## src/rtl/pipe_ctrl.sv

```systemverilog
// -----------------------------------------------------------------------------
// pipe_ctrl - central sequencer for the 5-stage MIPS pipeline.
//
// Arbitrates the per-cycle stall/flush causes (data-memory wait, branch
// mispredict, load-use hazard, instruction-cache miss), sequences the halt
// (RUN -> DRAIN -> HALTED) and keeps stall / flush performance counters.
//
// Ports:
//   CLK, nRST            clock (rising edge), asynchronous active-low reset
//   ihit                 instruction fetch returned this cycle
//   dreq, dhit           MEM-stage access outstanding / completed
//   mispredict           EX-stage branch resolved against its prediction
//   loaduse              ID-stage instruction depends on a load in EX
//   halt_id              HALT decoded in ID
//   pc_en                PC load enable
//   ifid_en .. memwb_en  pipe register enables
//   ifid_flush, idex_flush  pipe register synchronous clears
//   halt_o               processor halted (sticky until nRST)
//   stall_cnt            cycles with pc_en=0 outside HALTED
//   flush_cnt            mispredict flush events
//
// Control outputs are combinational from the current state and inputs, and
// are forced low while nRST is asserted.
// -----------------------------------------------------------------------------
module pipe_ctrl #(
    parameter int CNT_W = 32,
    parameter int DRAIN = 3
) (
    input  logic             CLK,
    input  logic             nRST,
    input  logic             ihit,
    input  logic             dreq,
    input  logic             dhit,
    input  logic             mispredict,
    input  logic             loaduse,
    input  logic             halt_id,
    output logic             pc_en,
    output logic             ifid_en,
    output logic             idex_en,
    output logic             exmem_en,
    output logic             memwb_en,
    output logic             ifid_flush,
    output logic             idex_flush,
    output logic             halt_o,
    output logic [CNT_W-1:0] stall_cnt,
    output logic [CNT_W-1:0] flush_cnt
);

    localparam int DW = (DRAIN > 1) ? $clog2(DRAIN) : 1;
    localparam logic [DW-1:0]    DCNT_LOAD = DW'(DRAIN - 1);
    localparam logic [DW-1:0]    DCNT_ONE  = {{(DW-1){1'b0}}, 1'b1};
    localparam logic [DW-1:0]    DCNT_ZERO = {DW{1'b0}};
    localparam logic [CNT_W-1:0] CNT_ONE   = {{(CNT_W-1){1'b0}}, 1'b1};
    localparam logic [CNT_W-1:0] CNT_ZERO  = {CNT_W{1'b0}};

    typedef enum logic [1:0] {
        ST_RUN    = 2'b00,
        ST_DRAIN  = 2'b01,
        ST_HALTED = 2'b10
    } state_t;

    state_t        state_r, state_nxt_s;
    logic [DW-1:0] dcnt_r, dcnt_nxt_s;

    logic freeze_s;
    logic flush_evt_s;
    logic pc_en_s, ifid_en_s, idex_en_s, exmem_en_s, memwb_en_s;
    logic ifid_flush_s, idex_flush_s;

    assign freeze_s = dreq & ~dhit;

    // State and drain counter register
    always_ff @(posedge CLK or negedge nRST) begin
        if (!nRST) begin
            state_r <= ST_RUN;
            dcnt_r  <= DCNT_ZERO;
        end else begin
            state_r <= state_nxt_s;
            dcnt_r  <= dcnt_nxt_s;
        end
    end

    // Next-state decode and per-cycle pipeline control
    always_comb begin
        state_nxt_s  = state_r;
        dcnt_nxt_s   = dcnt_r;
        flush_evt_s  = 1'b0;
        pc_en_s      = 1'b0;
        ifid_en_s    = 1'b0;
        idex_en_s    = 1'b0;
        exmem_en_s   = 1'b0;
        memwb_en_s   = 1'b0;
        ifid_flush_s = 1'b0;
        idex_flush_s = 1'b0;
        case (state_r)
            ST_RUN: begin
                if (freeze_s) begin
                    // Whole pipe holds while data memory is busy.
                    pc_en_s = 1'b0;
                end else if (mispredict) begin
                    // Squash IF and ID; any halt in ID is on the wrong path.
                    pc_en_s      = 1'b1;
                    ifid_en_s    = 1'b1;
                    idex_en_s    = 1'b1;
                    exmem_en_s   = 1'b1;
                    memwb_en_s   = 1'b1;
                    ifid_flush_s = 1'b1;
                    idex_flush_s = 1'b1;
                    flush_evt_s  = 1'b1;
                end else if (halt_id) begin
                    // Drain entry: stop fetching, let HALT and older retire.
                    pc_en_s      = 1'b0;
                    ifid_flush_s = 1'b1;
                    idex_en_s    = 1'b1;
                    exmem_en_s   = 1'b1;
                    memwb_en_s   = 1'b1;
                    state_nxt_s  = ST_DRAIN;
                    dcnt_nxt_s   = DCNT_LOAD;
                end else if (loaduse) begin
                    // Hold IF/ID, bubble into EX.
                    idex_flush_s = 1'b1;
                    exmem_en_s   = 1'b1;
                    memwb_en_s   = 1'b1;
                end else if (!ihit) begin
                    // Fetch miss: bubble into ID.
                    ifid_flush_s = 1'b1;
                    idex_en_s    = 1'b1;
                    exmem_en_s   = 1'b1;
                    memwb_en_s   = 1'b1;
                end else begin
                    pc_en_s    = 1'b1;
                    ifid_en_s  = 1'b1;
                    idex_en_s  = 1'b1;
                    exmem_en_s = 1'b1;
                    memwb_en_s = 1'b1;
                end
            end
            ST_DRAIN: begin
                // Younger slots are already bubbles, so mispredict/loaduse are moot.
                pc_en_s      = 1'b0;
                ifid_flush_s = 1'b1;
                idex_en_s    = ~freeze_s;
                exmem_en_s   = ~freeze_s;
                memwb_en_s   = ~freeze_s;
                if (freeze_s) begin
                    dcnt_nxt_s = dcnt_r;
                end else if (dcnt_r == DCNT_ZERO) begin
                    state_nxt_s = ST_HALTED;
                end else begin
                    dcnt_nxt_s = dcnt_r - DCNT_ONE;
                end
            end
            ST_HALTED: begin
                state_nxt_s = ST_HALTED;
            end
            default: begin
                // Unreachable encoding: recover to a known state.
                state_nxt_s = ST_RUN;
                dcnt_nxt_s  = DCNT_ZERO;
            end
        endcase
    end

    // Performance counters (wrap naturally)
    always_ff @(posedge CLK or negedge nRST) begin
        if (!nRST) begin
            stall_cnt <= CNT_ZERO;
            flush_cnt <= CNT_ZERO;
        end else begin
            if (!pc_en_s && (state_r != ST_HALTED)) begin
                stall_cnt <= stall_cnt + CNT_ONE;
            end
            if (flush_evt_s) begin
                flush_cnt <= flush_cnt + CNT_ONE;
            end
        end
    end

    assign pc_en      = pc_en_s      & nRST;
    assign ifid_en    = ifid_en_s    & nRST;
    assign idex_en    = idex_en_s    & nRST;
    assign exmem_en   = exmem_en_s   & nRST;
    assign memwb_en   = memwb_en_s   & nRST;
    assign ifid_flush = ifid_flush_s & nRST;
    assign idex_flush = idex_flush_s & nRST;
    assign halt_o     = (state_r == ST_HALTED);

endmodule

```

## config.mk

```make
export PLATFORM = sky130hd
export DESIGN_NAME = pipe_ctrl
export DESIGN_NICKNAME = d
export VERILOG_FILES = /design/src/rtl/pipe_ctrl.sv
export SDC_FILE = /design/constraint.sdc
export NUM_CORES = 1
export LEC_CHECK = 0
export ABC_AREA = 1
export CAP_MARGIN = 5
export CORE_MARGIN = 8
export CORE_UTILIZATION = 55
export CTS_CLUSTER_DIAMETER = 60
export DETAILED_ROUTE_END_ITERATION = 6
export DONT_BUFFER_PORTS = 1
export GPL_ROUTABILITY_DRIVEN = 0
export HOLD_SLACK_MARGIN = 0.05
export PLACE_DENSITY_LB_ADDON = 0.15
export SETUP_SLACK_MARGIN = 0.15
export SLEW_MARGIN = 20
export SYNTH_ARGS = -nofsm -noshare
export SYNTH_HDL_FRONTEND = slang
export SYNTH_SLANG_ARGS = --single-unit
export TNS_END_PERCENT = 20
```

## constraint.sdc

```tcl
create_clock -name CLK -period 1.9 [get_ports CLK]
set_input_delay 0.38 -clock CLK [delete_from_list [all_inputs] [get_ports CLK]]
set_output_delay 0.38 -clock CLK [all_outputs]
set_load 0.02 [all_outputs]
```

==> results of run 1 <==
-- layout make-up --
cell class	count	area, um^2
clock buffers	12	145.1
clock inverters	2	12.51
fillers	611	2500
inverters	64	245.2
multi-input cells	408	2272
flip-flops and latches	68	1704
well taps	99	123.9
repair buffers	29	250.2
-- per-layer routing --
metal  routed length (um)  track usage (%)
met1                 4039            22.01
met2                 5333            37.36
met3                  656            5.245
met4                  106            5.756
met5                    0                0
-- power groups by stage --
stage	Sequential, mW	Combinational, mW	Clock, mW
CTS	1.45	0.0129	1.04
finish	1.45	0.0165	1.01
detailed placement	1.47	0.0129	0
global placement	1.47	0.0127	0
global route	1.45	0.0181	1.12
floorplan	1.48	0.0113	0
-- per-stage QoR --
step                util (%)  hold slack [ns]  power (mW)
finish                 65.53          -0.2742       2.475
global route           65.53          -0.2901       2.580
CTS                    63.43          -0.2825       2.496
detailed placement     60.43          0.08647       1.488
global placement       60.43          0.08661       1.488
floorplan                  -          0.08441       1.486
-- sequential cells by signal (all words and copies together) (netlist names) --
register / count
stall_cnt: 32
state_r: 2
flush_cnt: 32
dcnt_r: 2
-- logic make-up after synthesis --
family                     after synthesis  synth area share [%]
and+or+nand+nor                        344                 39.12
adders and majority gates                6                 1.826
DFF                                     68                 41.40
xor gates and xnor gates                38                 8.097
buffers and inverters                   70                 6.971
AOI/OAI and AO/OA                       19                 2.587
-- Yosys cell counts --
library cell,instances,share of area [%]
nand2_1,183,17
and3_1,1,0.15
o221a_2,1,0.27
buf_6,1,0.27
nand4_1,15,2.3
nor3_1,6,0.73
nor2_1,56,5.1
nand2_4,2,0.55
nor2_2,21,3.2
or2_2,1,0.15
o21ai_0,7,0.85
nor2_4,7,1.9
buf_2,1,0.12
buf_4,4,0.73
xnor2_1,8,1.7
o211ai_1,1,0.18
nor3_2,5,1.2
ha_1,6,1.8
nor2_8,1,0.49
inv_1,64,5.8
nand2_2,7,1.1
xor2_1,30,6.4
o21ai_1,5,0.61
dfrtp_1,68,41
o21a_1,1,0.18
nand3_2,2,0.49
nand3b_1,9,1.6
nand3_1,28,3.4
a21oi_1,4,0.49
-- what timing repair did --
item	4_1_cts	5_1_grt
gates resized for setup	9	33
buffers inserted	4	3
pin swaps	2	10
setup endpoints to repair	21	55
endpoints found under the hold margin	68	68
gates cloned	0	1
-- worst paths after layout --
check / slack (ns) / endpoint / cells past startpoint / startpoint
setup / recovery: -0.009 / idex_en / 7 / state_r[1]
hold / removal: -0.27 / stall_cnt[6] / 0 / nRST
setup reg to reg: 0.09 / flush_cnt[20] / 10 / state_r[1]
hold reg to reg: 0.57 / dcnt_r[0] / 2 / dcnt_r[0]
max in group asynchronous: 2.04 / stall_cnt[14] / 0 / nRST
min in group CLK: 0.39 / flush_cnt[8] / 4 / mispredict
-- critical path: stages, from the launching register on --
cell,delay (ns)
dfrtp_1,0.40
inv_2,0.12
ha_4,0.17
inv_4,0.04
nand2_1,0.08
nand2_1,0.07
nor2_2,0.11
o21a_2,0.21
==> metrics.md, run 1 <==
| Metric | Value |
|---|---|
| Die height | `around 100 um` |
| Required time worst endpoint | `about 1.5 ns` |
| CTS Buf Count | `9` |
| Port Buf Inserts | `0` |
| Total GRT Usage | `a little over 20%` |
| Crit Path Category | `reg -> out` |
| CTS tree | `yes` |
| Fmax | `around 520 MHz` |
| Period utilization | `100.5%` |
| Die area | `10500 um^2` |
| Int Power | `a little under 2 mW` |
| Final min period | `roughly 1.9 ns` |
| First-pass GRT wire length | `roughly 17000 um` |
| Worst-margin pin slew | `around 0.46 ns` |
| Place WS | `0.07677 ns` |
| Status | `finished with violations` |
| Distinct cells, synth | `29` |
| Net Sw Frac | `around a fifth` |
| Initial drt markers | `100` |
| Total of max-cap violations | `0` |
| Combinational Power Share | `0.7%` |
| CP arrival | `around 1.5 ns` |
| Clock Path Buffers | `2` |
| RSZ-0062 raised after global routing | `true` |
| Nature of the critical path endpoint | `output port` |
| Most common cell after layout, fill and taps aside | `nand2_1` |
| Most frequent cells in the layout | `nand2_1, dfrtp_1, inv_1` |
| Dpl cells | `660` |
| Critical-path maximum fanout | `3` |
| P&R area growth vs syn | `15.65%` |
| Final instance area | `roughly 4800 um^2` |
| Peak supply drop | `about 0.4 mV` |
| Clk slew on worst S/H paths | `about 0.070 ns` |
| Reg power frac | `between 50% and 60%` |
| Via count | `3531` |
| Drt pass-1 iters | `4` |
| Placed cell area | `between 4000 and 5000 um^2` |
| Die X | `102.4 um` |
| Synthesized instance count | `545` |
| Core box area | `slightly above 7000 um^2` |
| Synthesis-stage register bit count | `between 60 and 70` |
| Seq/Total Area, Yosys | `about 41%` |
| Critical Path Start Type | `register` |
| Yosys Warn Count | `0` |
| Pin count of the biggest net entering global routing | `73` |
| Failing checks | `negative hold slack, negative setup slack` |
| Power Dens Cells | `520.6 nW/um^2` |
| Antenna cells | `0` |
| Antenna viol nets, final | `0` |
| Static leakage | `between 2 and 2.5 nW` |
| Final setup viols | `1` |
| CTS sink cnt | `68` |
| Layout cells sized above 1 | `19.55%` |
| DRT Wirelength | `10140 um` |
| Switching pwr | `0.5295 mW` |
| Vias in the first global route | `between 3k and 4k` |
| Initial Util | `between 50 and 60%` |
| Cell Count, Final, Fillers Out | `between 600 and 700` |
| Hpwl dp | `between 7000 and 8000 um` |
| Clock share of power | `about 41%` |
| Root buffer cell | `clkbuf_8` |
| Remaining Overflow, GRT | `0` |
| Worst hold path class | `in -> async` |
| Syn_area_per_cell | `about 7.5 um^2` |
| Worst Skew | `approximately 0.0090 ns` |
| Clk Latency, worst-skew pair | `~0.34 ns` |
| Post-Syn Nets | `559` |
| Fin nets | `roughly 600` |
| I/O pin total | `80` |
| # H-tree levels | `3` |
| Final Max Slew Viols | `0` |
| Worst slew margin | `just under 70%` |
| Std-Cell Rows | `31` |
| Post-Syn Area | `just over 4000 um^2` |
| Hold Vio Cnt, Final | `68` |
| Aggregate negative setup slack | `-0.009380 ns` |
| Vias/cell | `5.177` |
| DRC viols | `0` |
| Hold WS | `-0.2742 ns` |
| Initial antenna violation count | `0` |
| Final WS setup | `-0.009380 ns` |
| Post-DR wirelength/cell | `between 10 and 15 um` |
(Power assumes the default switching activity.)
==> inputs of run 2 (changes only) <==
Settings changed: ABC_AREA 1 to not set.
==> run 2 against run 1 <==
Compared with the run above: the run still ends with negative hold slack, negative setup slack left; clock power increased by 23%; via count is 30% lower; hold slack better by 0.0092 ns; critical endpoint is now flush_cnt[9]; largest power group is now combinational logic; highest routed layer unchanged.
==> metrics.md, run 2 <==
| Metric | Value |
|---|---|
| Status | `finished with violations` |
| Failing checks | `negative hold slack, negative setup slack` |
| Initial Util | `56.57%` |
| Nature of the critical path endpoint | `register` |
| First-pass GRT wire length | `~13000 um` |
| Die area | `just under 9000 um^2` |
| Top cells by area, synth | `dfrtp_1, xnor2_1, xor2_1, nand3_1, and3_1` |
| Switching pwr | `about 1.7 mW` |
| Count leader, synth | `dfrtp_1` |
| Final setup viols | `6` |
| Yosys Warn Count | `0` |
| Reg2Reg Capture Point | `flush_cnt[9]` |
| Final min period | `approximately 1.9 ns` |
| Die X | `around 94 um` |
| Antenna viol nets, final | `0` |
| # H-tree levels | `3` |
| Mux cell area share after synthesis | `1.654%` |
| Pin count of the biggest net entering global routing | `72` |
| Period utilization | `100.8%` |
| Worst R2R Path Depth | `10` |
| Via count | `between 2k and 2.5k` |
| Static leakage | `roughly 2.1 nW` |
| Distinct cells, synth | `39` |
| Int Power | `between 3 and 4 mW` |
| Clk slew on worst S/H paths | `around 0.080 ns` |
| Fin nets | `between 300 and 400` |
| Worst hold path class | `in -> async` |
| Net Sw Frac | `34.53%` |
| Final Max Slew Viols | `0` |
| Synth Area in XOR/XNOR | `roughly 16%` |
| Fmax | `521.9 MHz` |
| Clk Latency, worst-skew pair | `around 0.33 ns` |
| Hold Vio Cnt, Final | `68` |
| DRC viols | `0` |
| Combinational Power Share | `between 30% and 40%` |
| Core box area | `between 5000 and 6000 um^2` |
| Hpwl dp | `roughly 5300 um` |
| Antenna cells | `0` |
| Synth Area in Compound Gates | `2.555%` |
| Synth top area share | `roughly half` |
| Largest family of logic cells by synthesized area | `simple AND/OR/NAND/NOR gates` |
| Drt pass-1 iters | `4` |
| Most common cell after layout, fill and taps aside | `dfrtp_1` |
| Remaining Overflow, GRT | `0` |
| Clock share of power | `25.6%` |
| DRT Wirelength | `~7500 um` |
| Yosys top cell by area | `dfrtp_1` |
| Total GRT Usage | `between 15 and 20%` |
| Worst Skew | `about 0.007 ns` |
| Vias in the first global route | `between 2k and 3k` |
| I/O pin total | `80` |
| Async SR Flop Fraction | `between 90% and 100%` |
| Cell Count, Final, Fillers Out | `around 460` |
| Reg power frac | `36.8%` |
| Final WS setup | `-0.01614 ns` |
| Required time worst endpoint | `around 2.2 ns` |
| Post-synth EDFFs | `0` |
| Clock Path Buffers | `2` |
| CTS tree | `yes` |
| Critical Path Start Type | `register` |
| Crit Path Category | `reg -> reg` |
| Worst slew margin | `a little over three fifths` |
| Peak supply drop | `between 0.9 and 1 mV` |
| CP dominant cell by count | `and3_4` |
| Synthesis-stage register bit count | `a little under 70` |
| Port Buf Inserts | `0` |
| CTS sink cnt | `68` |
| Aggregate negative setup slack | `-0.04263 ns` |
| Initial antenna violation count | `0` |
| Synth Area in Simple Gates | `a little under a quarter` |
| Seq/Total Area, Yosys | `51.11%` |
| Place WS | `-0.02302 ns` |
| Dpl cells | `~430` |
| Reg-to-reg startpoint | `state_r[0]` |
| Root buffer cell | `clkbuf_8` |
| Total of max-cap violations | `0` |
| Post-Syn Nets | `322` |
| Post-DR wirelength/cell | `between 15 and 20 um` |
| Std-Cell Rows | `28` |
| Max incr delay on CP | `0.41 ns` |
| Layout cells sized above 1 | `between 30% and 40%` |
| P&R area growth vs syn | `31.83%` |
| Worst-margin pin slew | `between 0.5 and 0.6 ns` |
| FF-to-FF setup slack | `-0.02 ns` |
| Syn_area_per_cell | `between 10 and 15 um^2` |
| Adder-cell share of the synthesized area | `2.255%` |
| Die height | `about 94 um` |
| RSZ-0062 raised after global routing | `true` |
| Power Dens Cells | `approximately 1100 nW/um^2` |
| Post-Syn Area | `3329 um^2` |
| Top post-synthesis cells by count | `dfrtp_1, xnor2_1, nand3_1` |
| Most frequent cells in the layout | `dfrtp_1, buf_4, xnor2_1` |
| Primary FF master, synth | `dfrtp_1` |
| Synthesized instance count | `slightly above 300` |
| CP arrival | `~2.2 ns` |
| CTS Buf Count | `9` |
| Hold WS | `-0.2649 ns` |
| Worst path cell trace | `inv_2 > ha_4 > buf_6 > nand2_4 > buf_12 > nor4_4 > buf_4 > and3_4 > and3_4 > xor2_1` |
| Critical-path maximum fanout | `4` |
| CP max-delay cell | `dfrtp_1` |
| Initial drt markers | `57` |
| Vias/cell | `between 5 and 6` |
| Biggest regs | `flush_cnt x32, stall_cnt x32` |
## run 2: cell count changes after synthesis, moves of 5 or more
cell / delta
xor2_1: -5
nand2_2: -7
and3_1: +15
nor2_4: -7
nand3b_1: -9
xnor2_1: +29
nor2_2: -21
nand2_1: -160
nor2_1: -33
inv_1: -52
## run 2: metal layers
metal  global-route usage, %  vias to the layer above  share of wire (%)
li1                        -                     1187                  -
met3                   6.475                        9                9.2
met4                   7.662                        0                1.6
met5                       0                        -                  0
met2                   28.00                       64                 49
met1                   21.34                     1198                 40
## run 2: area by class of cell
cell class | instances | area (um^2)
Clock buffer | 11 | 151.4
Clock inverter | 5 | 60.06
Fill cell | 400 | 1496
Inverter | 12 | 45.04
Multi-Input combinational cell | 217 | 1740
Sequential cell | 68 | 1702
Tap cell | 75 | 93.84
Timing Repair Buffer | 69 | 596.8
## run 2: worst max-delay path: cells and delay by family (launching register included)
kind          cells  cell delay, ns
simple gates      4            0.67
buf+inv           4            0.50
flops             1            0.41
fa+ha+maj         1            0.15
xor+xnor          1            0.12
## run 2: logic make-up (layout without fill, tap and decap cells)
| family | count (synthesis) | after routing |
|---|---|---|
| buf+inv | 23 | 97 |
| compound gates | 13 | 13 |
| fa+ha+maj | 6 | 6 |
| flops | 68 | 68 |
| mux | 5 | 5 |
| simple gates | 131 | 131 |
| xor+xnor | 62 | 62 |
## run 2: worst max-delay path by stage
| stage | startpoint | end | slack [ns] | cells after the start |
|---|---|---|---|---|
| CTS | state_r[1] | pc_en | -0.04 | 7 |
| floorplan | state_r[0] | pc_en | 0.11 | 6 |
| finish | state_r[0] | flush_cnt[9] | -0.02 | 10 |
| detailed placement | state_r[0] | flush_cnt[30] | -0.02 | 8 |
| global route | state_r[0] | flush_cnt[9] | -0.10 | 10 |
| global placement | state_r[0] | flush_cnt[30] | 0.09 | 8 |
## run 2: through the flow
stage	utilization, %	power, mW	instance area (um^2)
final	74.57	4.850	4389
after global routing	74.57	5.114	4389
after CTS	71.53	4.745	4210
after detailed placement	64.48	3.245	3795
after global placement	64.48	3.184	3795
after floorplan	-	2.743	3338
## run 2: repair_timing
item                       in CTS  in global routing
resized for setup              31                 23
pin swaps                      40                 44
setup endpoints to repair      48                 60
hold endpoints to repair       68                 68
cloned                          0                  0
buffers inserted                9                  7
## run 2: power groups by stage
stage          logic, mW  registers (mW)  clock network [mW]
2_1_floorplan      0.805            1.94                   0
3_3_place_gp        1.38            1.80                   0
3_5_place_dp        1.44            1.81                   0
4_1_cts             1.69            1.78                1.27
5_1_grt             1.98            1.81                1.32
6_report            1.82            1.78                1.24
==> inputs of run 3 (changes only) <==
Settings changed: CAP_MARGIN 5 to 20.
==> results of run 3 <==
Final layout, timing and power as in run 2 (identical DEF).
